--- src/rtl/t0_readout_arbiter_pkg.sv ---
// Shared defaults and output-slot state encoding for the T0 readout arbiter.
package t0_readout_arbiter_pkg;

    localparam int T0_CHANNEL    = 8;
    localparam int T0_DATA_WIDTH = 32;
    localparam int T0_CNT_WIDTH  = 16;

    typedef logic [0:0] slot_state_t;

    localparam logic [0:0] SLOT_EMPTY = 1'b0;
    localparam logic [0:0] SLOT_FULL  = 1'b1;

endpackage

--- src/rtl/t0_readout_arbiter_rr_arbiter.sv ---
// Combinational round-robin picker over channels 1..CHANNEL-1; channel 0 never wins.
module rr_arbiter #(
    parameter int CHANNEL  = 8,
    parameter int ID_WIDTH = $clog2(CHANNEL)
) (
    input  logic [CHANNEL-1:0]  req,
    input  logic [ID_WIDTH-1:0] ptr,
    output logic [CHANNEL-1:0]  grant,
    output logic [ID_WIDTH-1:0] grant_idx,
    output logic                grant_any
);

    localparam logic [ID_WIDTH-1:0] FIRST_CH = ID_WIDTH'(1);
    localparam logic [ID_WIDTH-1:0] LAST_CH  = ID_WIDTH'(CHANNEL - 1);
    localparam logic [CHANNEL-1:0]  CH0_MASK = CHANNEL'(1);

    logic [CHANNEL-1:0]  req_m;
    logic [ID_WIDTH-1:0] idx;

    assign req_m = req & ~CH0_MASK;

    // Walk from the pointer, wrapping LAST_CH -> FIRST_CH; first requester found wins.
    always_comb begin
        grant     = '0;
        grant_idx = '0;
        grant_any = 1'b0;
        idx       = ptr;
        for (int k = 0; k < CHANNEL - 1; k++) begin
            if (!grant_any && req_m[idx]) begin
                grant_any  = 1'b1;
                grant_idx  = idx;
                grant[idx] = 1'b1;
            end
            idx = (idx == LAST_CH) ? FIRST_CH : idx + FIRST_CH;
        end
    end

endmodule

--- src/rtl/t0_readout_arbiter.sv ---
// Serializes per-channel T0 results onto one valid/ready stream with one-deep
// hold per channel, round-robin grant and sticky overflow tracking.
//
//   state      | meaning
//   SLOT_EMPTY | no word presented, m_valid = 0
//   SLOT_FULL  | word presented on m_chan/m_data, held until m_ready
module t0_readout_arbiter
    import t0_readout_arbiter_pkg::*;
#(
    parameter int CHANNEL    = T0_CHANNEL,
    parameter int DATA_WIDTH = T0_DATA_WIDTH,
    parameter int ID_WIDTH   = $clog2(CHANNEL),
    parameter int CNT_WIDTH  = T0_CNT_WIDTH
) (
    input  logic                          clk,
    input  logic                          resetn,
    input  logic [CHANNEL-1:0]            t0_valid,
    input  logic [CHANNEL*DATA_WIDTH-1:0] t0_data,
    input  logic                          ovf_clr,
    output logic                          m_valid,
    input  logic                          m_ready,
    output logic [ID_WIDTH-1:0]           m_chan,
    output logic [DATA_WIDTH-1:0]         m_data,
    output logic [CHANNEL-1:0]            ovf_flag,
    output logic [CNT_WIDTH-1:0]          drop_cnt
);

    localparam logic [ID_WIDTH-1:0] FIRST_CH = ID_WIDTH'(1);
    localparam logic [ID_WIDTH-1:0] LAST_CH  = ID_WIDTH'(CHANNEL - 1);
    localparam logic [CHANNEL-1:0]  CH0_MASK = CHANNEL'(1);

    slot_state_t           state;
    logic [CHANNEL-1:0]    pend;
    logic [DATA_WIDTH-1:0] hold [CHANNEL];
    logic [ID_WIDTH-1:0]   rr_ptr;
    logic [CHANNEL-1:0]    gnt;
    logic [ID_WIDTH-1:0]   gnt_idx;
    logic                  gnt_any;
    logic                  load;
    logic [CHANNEL-1:0]    granted;
    logic [CHANNEL-1:0]    cap;
    logic [CHANNEL-1:0]    drop;
    logic [CNT_WIDTH-1:0]  drop_base;
    logic [CNT_WIDTH:0]    drop_sum;
    logic                  unused_ch0;

    assign unused_ch0 = ^{t0_valid[0], t0_data[DATA_WIDTH-1:0]};

    rr_arbiter #(
        .CHANNEL  (CHANNEL),
        .ID_WIDTH (ID_WIDTH)
    ) u_rr_arbiter (
        .req       (pend),
        .ptr       (rr_ptr),
        .grant     (gnt),
        .grant_idx (gnt_idx),
        .grant_any (gnt_any)
    );

    assign m_valid = (state == SLOT_FULL);
    assign load    = (state == SLOT_EMPTY) || m_ready;
    assign granted = (load && gnt_any) ? gnt : '0;

    // A channel granted this cycle frees its hold, so a same-cycle sample is kept, not dropped.
    assign cap  = t0_valid & (~pend | granted) & ~CH0_MASK;
    assign drop = t0_valid & pend & ~granted & ~CH0_MASK;

    always_comb begin
        drop_base = ovf_clr ? '0 : drop_cnt;
        drop_sum  = {1'b0, drop_base};
        for (int i = 1; i < CHANNEL; i++) begin
            drop_sum = drop_sum + {{CNT_WIDTH{1'b0}}, drop[i]};
        end
    end

    always_ff @(posedge clk or negedge resetn) begin
        if (!resetn) begin
            pend <= '0;
            for (int i = 0; i < CHANNEL; i++) begin
                hold[i] <= '0;
            end
        end else begin
            pend <= (pend & ~granted) | cap;
            for (int i = 1; i < CHANNEL; i++) begin
                if (cap[i]) begin
                    hold[i] <= t0_data[i*DATA_WIDTH +: DATA_WIDTH];
                end
            end
        end
    end

    always_ff @(posedge clk or negedge resetn) begin
        if (!resetn) begin
            state  <= SLOT_EMPTY;
            m_chan <= '0;
            m_data <= '0;
            rr_ptr <= FIRST_CH;
        end else if (load) begin
            if (gnt_any) begin
                state  <= SLOT_FULL;
                m_chan <= gnt_idx;
                m_data <= hold[gnt_idx];
                rr_ptr <= (gnt_idx == LAST_CH) ? FIRST_CH : gnt_idx + FIRST_CH;
            end else begin
                state <= SLOT_EMPTY;
            end
        end
    end

    always_ff @(posedge clk or negedge resetn) begin
        if (!resetn) begin
            ovf_flag <= '0;
            drop_cnt <= '0;
        end else begin
            ovf_flag <= (ovf_clr ? '0 : ovf_flag) | drop;
            drop_cnt <= drop_sum[CNT_WIDTH] ? '1 : drop_sum[CNT_WIDTH-1:0];
        end
    end

endmodule

--- config.mk ---
export PLATFORM = sky130hd
export DESIGN_NAME = t0_readout_arbiter
export DESIGN_NICKNAME = d
export VERILOG_FILES = /design/src/rtl/t0_readout_arbiter_pkg.sv /design/src/rtl/t0_readout_arbiter_rr_arbiter.sv /design/src/rtl/t0_readout_arbiter.sv
export SDC_FILE = /design/constraint.sdc
export NUM_CORES = 1
export LEC_CHECK = 0
export BUFFER_PORTS_ARGS = -buffer_cell sky130_fd_sc_hd__buf_4
export CORE_ASPECT_RATIO = 1.4
export CORE_MARGIN = 1.5
export CORE_UTILIZATION = 29
export CTS_BUF_LIST = sky130_fd_sc_hd__clkbuf_16
export DETAILED_ROUTE_END_ITERATION = 10
export GPL_ROUTABILITY_DRIVEN = 0
export PLACE_DENSITY_LB_ADDON = 0.3
export SLEW_MARGIN = 10
export SYNTH_ARGS = -nofsm -noshare
export SYNTH_HDL_FRONTEND = slang
export SYNTH_HIERARCHICAL = 1
export SYNTH_SLANG_ARGS = --single-unit
--- constraint.sdc ---
create_clock -name clk -period 11.7 [get_ports clk]
set_clock_uncertainty 0.15 [all_clocks]
set_input_delay 0.585 -clock clk [delete_from_list [all_inputs] [get_ports clk]]
set_output_delay 0.585 -clock clk [all_outputs]
set_load 0.02 [all_outputs]
==> results, run 1 <==
- The flow ran to the end, and the final reports show no timing, DRC or antenna violations.
- Data on the critical path arrives at its endpoint at 10.25 ns.
- The clock tree from TritonCTS is built.
- Once layout is complete, the cells apart from fillers number about 2200.
- The startpoint of the lowest-slack register-to-register path is rr_ptr[1]$_DFFE_PN0N_.
- The clock insertion delay at the later pin of the skew report is 0.55 ns.
- In this run the deepest clock path goes through 3 buffers.
- Measured in cells, the most critical reg-to-reg path has a length of 32.
- Clock tree synthesis inserted a total of 34 buffers.
- STA classifies the critical path endpoint as a register.
- The total overflow left after global routing is 0.
- The final count of hold timing violations is 0.
- The number of nets with antenna violations after routing is 0.
- The total count of max-transition violations in the final report is 0.
- The die extent in y is 281 microns.
- The clock-pin slew of the registers on the worst-case setup and hold paths is 0.06 ns.
- The initial antenna violation count is 10.
- The first TritonRoute pass finished after 5 iterations.
- For this configuration, the core starts out at a cell density of 29.5%.
- Timing analysis after detailed placement gives a worst setup slack of 1.86 ns.
- The capturing point of the worst reg2reg path is drop_cnt[12]$_DFF_PN0_.
- The worst-case register-to-register setup slack is 1.76 ns.
- The number of standard-cell rows in the floorplan is 101.
- Detailed routing placed a total of between 2000 and 3000 microns of wire on met3.
- The minimum clock period is a little under 10 ns.
- Setup repair after global routing left no endpoint under its margin.
- The multi-input logic area is 7930 sq um.
- The peak per-stage delay on the critical path is 0.60 ns.
- The critical path starts at rr_ptr[1]$_DFFE_PN0N_.
- The maximum number of pins on one net before global-route repair is 95.
- Setup total negative slack on the finished layout was measured at 0 ns.
- The path class of the lowest-slack min-delay path is primary input to register.
- The die covers 56600 sq um.
- In this run the mean area of a mapped cell was 13.9 sq um.
- Synthesis produced 1149 cells.
- The horizontal die dimension is 202 microns.
- Based on the critical path, the design can be clocked at up to between 100 and 150 MHz.
- Across the run, the number of max-cap violations was 0.
- The overall routing resource usage is approximately 17%.
- For this block, the routed nets add up to 48300 microns of wire.
- The family with the most delay on the worst path is adder cells.
- The global-route wire length before repair is 72600 microns.
- The core footprint is 54300 sq um.
- The end point of the most critical hold path is hold[175]$_DFFE_PN0P_.
- Using the TritonRoute via totals, the vias-per-cell ratio works out to between 4 and 5.
- The largest individual stage delay along the critical path comes from the cell sky130_fd_sc_hd__nor2b_2.
- The cell chosen for the clock root is sky130_fd_sc_hd__clkbuf_16.
- For the pin with the worst max-slew slack, the measured transition is 0.994 ns.
- The largest fanout on the critical path is 11.
- The CTS sink count is between 200 and 300.
- CTS built an H-tree with a depth of 2.
- The classification of the worst setup path is register to register.
- Cells with a size suffix above 1 make up 47.3% of the layout.
- The mapped cell area is 16000 sq um.
- The total vias in the final route is ~11000.
- The DRC violation total after the first TritonRoute iteration is 578.
- After detailed placement, the design holds a cell count of 2097.
- The type of origin of the critical path is a register.
- Wire segments on met2 add up to 24400 microns in the final route.
- After detailed routing, the average wire length per cell comes to 22.3 microns.
- Input and output buffers added on the ports amount to 293.
- The cell repeated most along the worst path is sky130_fd_sc_hd__ha_1.
- In the final design database the tool counted 1711 nets.
- The total number of yosys warnings is 70.
- The area growth from synthesis to layout is 22.8%.
- The layout has between 5000 and 6000 filler cells.
- 328 I/O pins were placed.
- For this block, wires on met1 add up to 19500 microns.
- The launch point of the worst hold path is t0_data[79].
- The number of nets in the synthesized netlist is around 1400.
- The worst endpoint required time is 12.01 ns.
- After detailed routing, no signal wire sits above met5.
- Across all setup checks in the final design, the least slack found is 1.76 ns.
- Counting instances, the worst hold path has a depth of 2.
- The residual DRC count is 0.
- Detailed placement finished with a half-perimeter wire length of 32100 microns.
- Measured on the finished design, the core utilization comes to between 30 and 40%.
- The number of global-route vias before repair is between 10000 and 15000.
- Setup violations remaining at the end of the flow were counted as 0.
- Headroom to the max-slew limit came out at between 30% and 40%.
- The period utilization is 85.0%.
- The number of buffers and inverters on the critical path is 4.
- The sequential cells in the finished layout cover a total of 7330 sq um.
-- metrics by stage --
| stage | instance area (sq um) | hold slack, ns |
|---|---|---|
| 2_1_floorplan | 16000 | 0.139 |
| 3_3_place_gp | 18600 | 0.315 |
| 3_5_place_dp | 18600 | 0.317 |
| 4_1_cts | 19600 | 0.0661 |
| 5_1_grt | 19700 | 0.0838 |
| 6_report | 19700 | 0.114 |
-- state kept, by name (all words and copies together) (netlist names) --
signal	flops
hold	224
m_data	32
drop_cnt	16
ovf_flag	7
pend	7
m_chan	3
rr_ptr	3
m_valid	1
-- worst max-delay path by stage --
stage | endpoint | depth (start not counted) | slack [ns]
after floorplan | drop_cnt[12]$_DFF_PN0_ | 35 | 3.68
after global placement | drop_cnt[12]$_DFF_PN0_ | 31 | 1.96
after detailed placement | drop_cnt[8]$_DFF_PN0_ | 31 | 1.86
final | drop_cnt[12]$_DFF_PN0_ | 32 | 1.76
after global routing | drop_cnt[12]$_DFF_PN0_ | 32 | 1.22
after CTS | drop_cnt[12]$_DFF_PN0_ | 32 | 1.79
-- timing repair --
| action | in CTS | in global routing |
|---|---|---|
| hold buffers | 1 | 0 |
| setup buffers | 0 | 0 |
| resized for setup | 0 | 0 |
| endpoints found under the hold margin | 92 | 0 |
-- routing by layer --
metal | vias up | GRT usage (%)
li1 | 4792 | -
met2 | 322 | 29.0
met1 | 5400 | 20.5
met5 | - | 0
met4 | 6 | 6.43
met3 | 85 | 3.83
-- layout make-up --
type                       count  area share [%]
clock inverter                27            1.16
sequential                   293            37.3
multi-input combinational    749            40.3
clock buffer                  34            4.33
tap                          721            4.59
timing repair buffer         301            11.5
antenna                        7          0.0891
inverter                      34           0.649
-- placed cells by master (no fill, tap or decap), types with 5 or more instances in the layout --
cell and instances:
sky130_fd_sc_hd__ha_1 26, sky130_fd_sc_hd__dfrtp_1 292, sky130_fd_sc_hd__inv_1 40, sky130_fd_sc_hd__nor3_1 6, sky130_fd_sc_hd__nand2b_4 8, sky130_fd_sc_hd__nand2_1 69
sky130_fd_sc_hd__nand3_1 22, sky130_fd_sc_hd__a222oi_1 6, sky130_fd_sc_hd__a31oi_4 7, sky130_fd_sc_hd__diode_2 7, sky130_fd_sc_hd__or4_1 5, sky130_fd_sc_hd__o21ai_0 17
sky130_fd_sc_hd__or2_2 7, sky130_fd_sc_hd__clkbuf_16 34, sky130_fd_sc_hd__a221oi_1 32, sky130_fd_sc_hd__nand4_1 11, sky130_fd_sc_hd__a21o_1 5, sky130_fd_sc_hd__and2_1 9
sky130_fd_sc_hd__clkinv_1 5, sky130_fd_sc_hd__mux2_4 210, sky130_fd_sc_hd__nor2_1 14, sky130_fd_sc_hd__mux2_1 18, sky130_fd_sc_hd__mux4_2 33, sky130_fd_sc_hd__mux2i_1 12
sky130_fd_sc_hd__nand2b_1 10, sky130_fd_sc_hd__nor2b_1 44, sky130_fd_sc_hd__buf_4 299, sky130_fd_sc_hd__mux2_2 33, sky130_fd_sc_hd__o31ai_1 35, sky130_fd_sc_hd__a21oi_1 12
Power of run 1 is not shown: default switching activity piles up to over one toggle a cycle in this logic, so the estimate is an artifact.
==> run 2, diff against run 1 <==
==> constraint.sdc (replaced) <==
create_clock -name clk -period 9.68 [get_ports clk]
set_clock_uncertainty 0.15 [all_clocks]
set_input_delay 0.484 -clock clk [delete_from_list [all_inputs] [get_ports clk]]
set_output_delay 0.484 -clock clk [all_outputs]
set_load 0.02 [all_outputs]
==> results, run 2 (same netlist as run 1, synthesis figures left out) <==
- The maximum buffer depth of the clock tree is 3 (unchanged).
- The proportion of layout cells with a drive suffix above 1 is 42.2% (-5.1 points).
- The number of input and output port buffers inserted is 293 (unchanged).
- The routed wirelength normalized by instance count is 21.1 microns (-5.2%).
- Summed over all nets, the switching power comes to approximately 0.0042 W.
- The final wirelength came to 50000 microns (+3.5%).
- For this design the static power due to leakage is 10.3 nW.
- The count of cells resized by post-cts repair is 0 (unchanged).
- The number of nets at the end of the flow is 1912 (+12%).
- The routed via count divided by cell count is 4.87 (-0.54%).
- The fill cell total of the finished layout is 5128 (-3.7%).
- Relative to the synthesized area, the layout overhead comes to 35.3%.
- TritonCTS built the clock tree.
- The final count of hold timing violations is 0 (unchanged).
- The core footprint came to 54300 sq um (unchanged).
- The global-route wire length before repair came to 76900 microns (+5.9%).
- Leaving out fill and tap cells, the most frequent cells in the layout are sky130_fd_sc_hd__buf_4 (307), sky130_fd_sc_hd__dfrtp_1 (292), sky130_fd_sc_hd__mux2_4 (210).
- The routed length on met3 is 2600 microns (-7.0%).
- The DRC violation total after the first TritonRoute iteration is 561 (-2.9%).
- The critical path is of the register to register type.
- The total power density per cell area is 453 nW/um^2.
- The cell repeated most along the worst path is sky130_fd_sc_hd__ha_1.
- The pin slew with the least headroom to its limit is 0.949 ns (-0.0447 ns).
- The peak per-stage delay on the critical path is 0.70 ns (+0.10 ns).
- The number of standard-cell rows in the floorplan is 101 (unchanged).
- The smallest setup slack after layout is 0.807 ns (-0.952 ns).
- The HPWL reported at the end of detailed placement is 32400 microns (+1.1%).
- Of the total power, the share spent switching nets is 42.8%.
- The most common cell after layout, fill and taps aside is sky130_fd_sc_hd__buf_4.
- The remaining global-route overflow is 0 (unchanged).
- The total negative slack for setup checks is 0 ns (unchanged).
- The run finished with clean final reports.
- On the critical path, the stage with the largest delay is an instance of sky130_fd_sc_hd__dfstp_2.
- The boundary pin count is 328 (unchanged).
- The instance area at placement is 18600 sq um (+0.32%).
- The CTS sink count is 293 (unchanged).
- The cell area after layout came to 21700 sq um (+10%).
- In this run, the clock network consumes 13.2% of the power.
- The number of nets with antenna violations after routing came to 0 (unchanged).
- The fraction of the core area covered by cells at the end of the flow came to 39.9% (+3.7 points).
- The path class of the lowest-slack min-delay path is primary input to register.
- The internal cell power is ~0.0056 W.
- The max-slew headroom at the worst pin is 36.7% (+3.0 points).
- The total vias in the final route is 11500 (+8.6%).
- The sequential power share is 22.6%.
- Setup repair after global routing left no endpoint under its margin.
- IR analysis of the VDD net gives a maximum drop of 0.316 mV.
- The area of the die is 56600 sq um (unchanged).
- The number of global-route vias before repair came to 12800 (+12%).
- In the final layout, the registers with the most flip-flops are hold (224), m_data (32), drop_cnt (16).
- The achievable clock frequency is 113 MHz (+12%).
- The total clock buffers created by CTS was 35 (+2.9%).
- The depth of the CTS H-tree is 2 (unchanged).
- The residual DRC count was 0 (unchanged).
- STA classifies the critical path endpoint as a register.
- The horizontal die dimension came to 202 microns (unchanged).
- The largest fanout on the critical path was 16 (+5).
- The overall routing resource usage was 17.5% (+0.65 points).
- The die extent in y is 281 microns (unchanged).
- The worst endpoint required time was 9.92 ns (-2.09 ns).
- The clock-pin slew of the registers on the worst-case setup and hold paths came to 0.06 ns (about the same).
- The met2 wirelength from detailed routing is 25200 microns (+3.0%).
- The register bank with the most flops is hold.
- The effective utilization at floorplan is 29.5% (unchanged).
- The period utilization was 91.7% (+6.7 points).
- The clock insertion delay at the later pin of the skew report is 0.54 ns (about the same).
- The data arrival time of the critical path was 9.12 ns (-1.13 ns).
- The wire length on met1 was 20700 microns (+5.9%).
- The initial antenna violation count is 4 (-6).
- The number of search-and-repair iterations in the first detailed-routing pass came to 5 (unchanged).
- The number of max-cap violations was 0 (unchanged).
- The total count of max-transition violations in the final report is 0 (unchanged).
- The maximum number of pins on one net before global-route repair was 86 (-9.5%).
- The number of flip-flops in the largest register was 224 (unchanged).
- The minimum clock period was 8.87 ns (-1.07 ns).
- The cell sitting at the root of the clock tree is a sky130_fd_sc_hd__clkbuf_16.
- The final-report setup violation count was 0 (unchanged).
- After detailed routing, no signal wire sits above met4.
- The combinational fraction of design power is between 60% and 70%.
- The post-placement worst setup slack is 0.918 ns (-0.940 ns).
- STA classifies the critical path startpoint as a register.
[run 2: cell type report]
| cell class | count | area [sq um] | area share (%) |
|---|---|---|---|
| repair buffers | 501 | 4250 | 19.6 |
| inverters | 34 | 128 | 0.589 |
| clock buffers | 36 | 901 | 4.16 |
| multi-input cells | 749 | 7930 | 36.6 |
| diodes | 3 | 7.51 | 0.0347 |
| flip-flops and latches | 293 | 7330 | 33.9 |
| clock inverters | 28 | 199 | 0.919 |
| well taps | 721 | 902 | 4.17 |
[run 2: worst paths after layout]
kind	from	to	slack (ns)	depth (start not counted)
worst max-delay path	rr_ptr[0]$_DFFE_PN1N_	drop_cnt[3]$_DFF_PN0_	0.81	31
min in group asynchronous	resetn	m_data[13]$_DFFE_PN0N_	0.38	2
worst min-delay path	t0_data[186]	hold[90]$_DFFE_PN0P_	0.03	2
worst min register to register	m_data[3]$_DFFE_PN0N_	m_data[3]$_DFFE_PN0N_	0.33	2
max in group asynchronous	resetn	hold[93]$_DFFE_PN0P_	6.64	4
worst max register to register	rr_ptr[0]$_DFFE_PN1N_	drop_cnt[3]$_DFF_PN0_	0.81	31
[run 2: routing by layer]
| layer | vias to the layer above | track usage (%) |
|---|---|---|
| met5 | - | 0 |
| met4 | 0 | 6.22 |
| li1 | 5190 | - |
| met1 | 5846 | 21.3 |
| met2 | 389 | 30.7 |
| met3 | 92 | 3.41 |
[run 2: power groups by stage]
stage / clock network, W / registers, W / logic [W]
6_report: 0.00129 / 0.00222 / 0.00631
5_1_grt: 0.00138 / 0.00229 / 0.00682
4_1_cts: 0.00134 / 0.00221 / 0.00632
3_5_place_dp: 0 / 0.00223 / 0.00621
3_3_place_gp: 0 / 0.00220 / 0.00616
2_1_floorplan: 0 / 0.00220 / 0.00475
[run 2: critical path: cells and delay by family, from the launching register on]
| family | cells | cell delay, ns |
|---|---|---|
| compound gates | 8 | 1.87 |
| fa+ha+maj | 10 | 3.69 |
| simple gates | 10 | 1.96 |
| buf+inv | 3 | 0.34 |
| flops | 1 | 0.70 |
[run 2: through the flow]
stage	hold slack [ns]	total power [W]	cells
2_1_floorplan	0.0384	0.00696	1149
3_3_place_gp	0.314	0.00836	2105
3_5_place_dp	0.318	0.00844	2105
4_1_cts	0.0000141	0.00987	2362
5_1_grt	0.00252	0.0105	2365
6_report	0.0326	0.00981	2365
[run 2: what timing repair did]
action | 4_1_cts | 5_1_grt
hold buffers | 193 | 0
setup buffers | 0 | 0
hold endpoints to repair | 275 | 0
(Power assumes the default switching activity.)
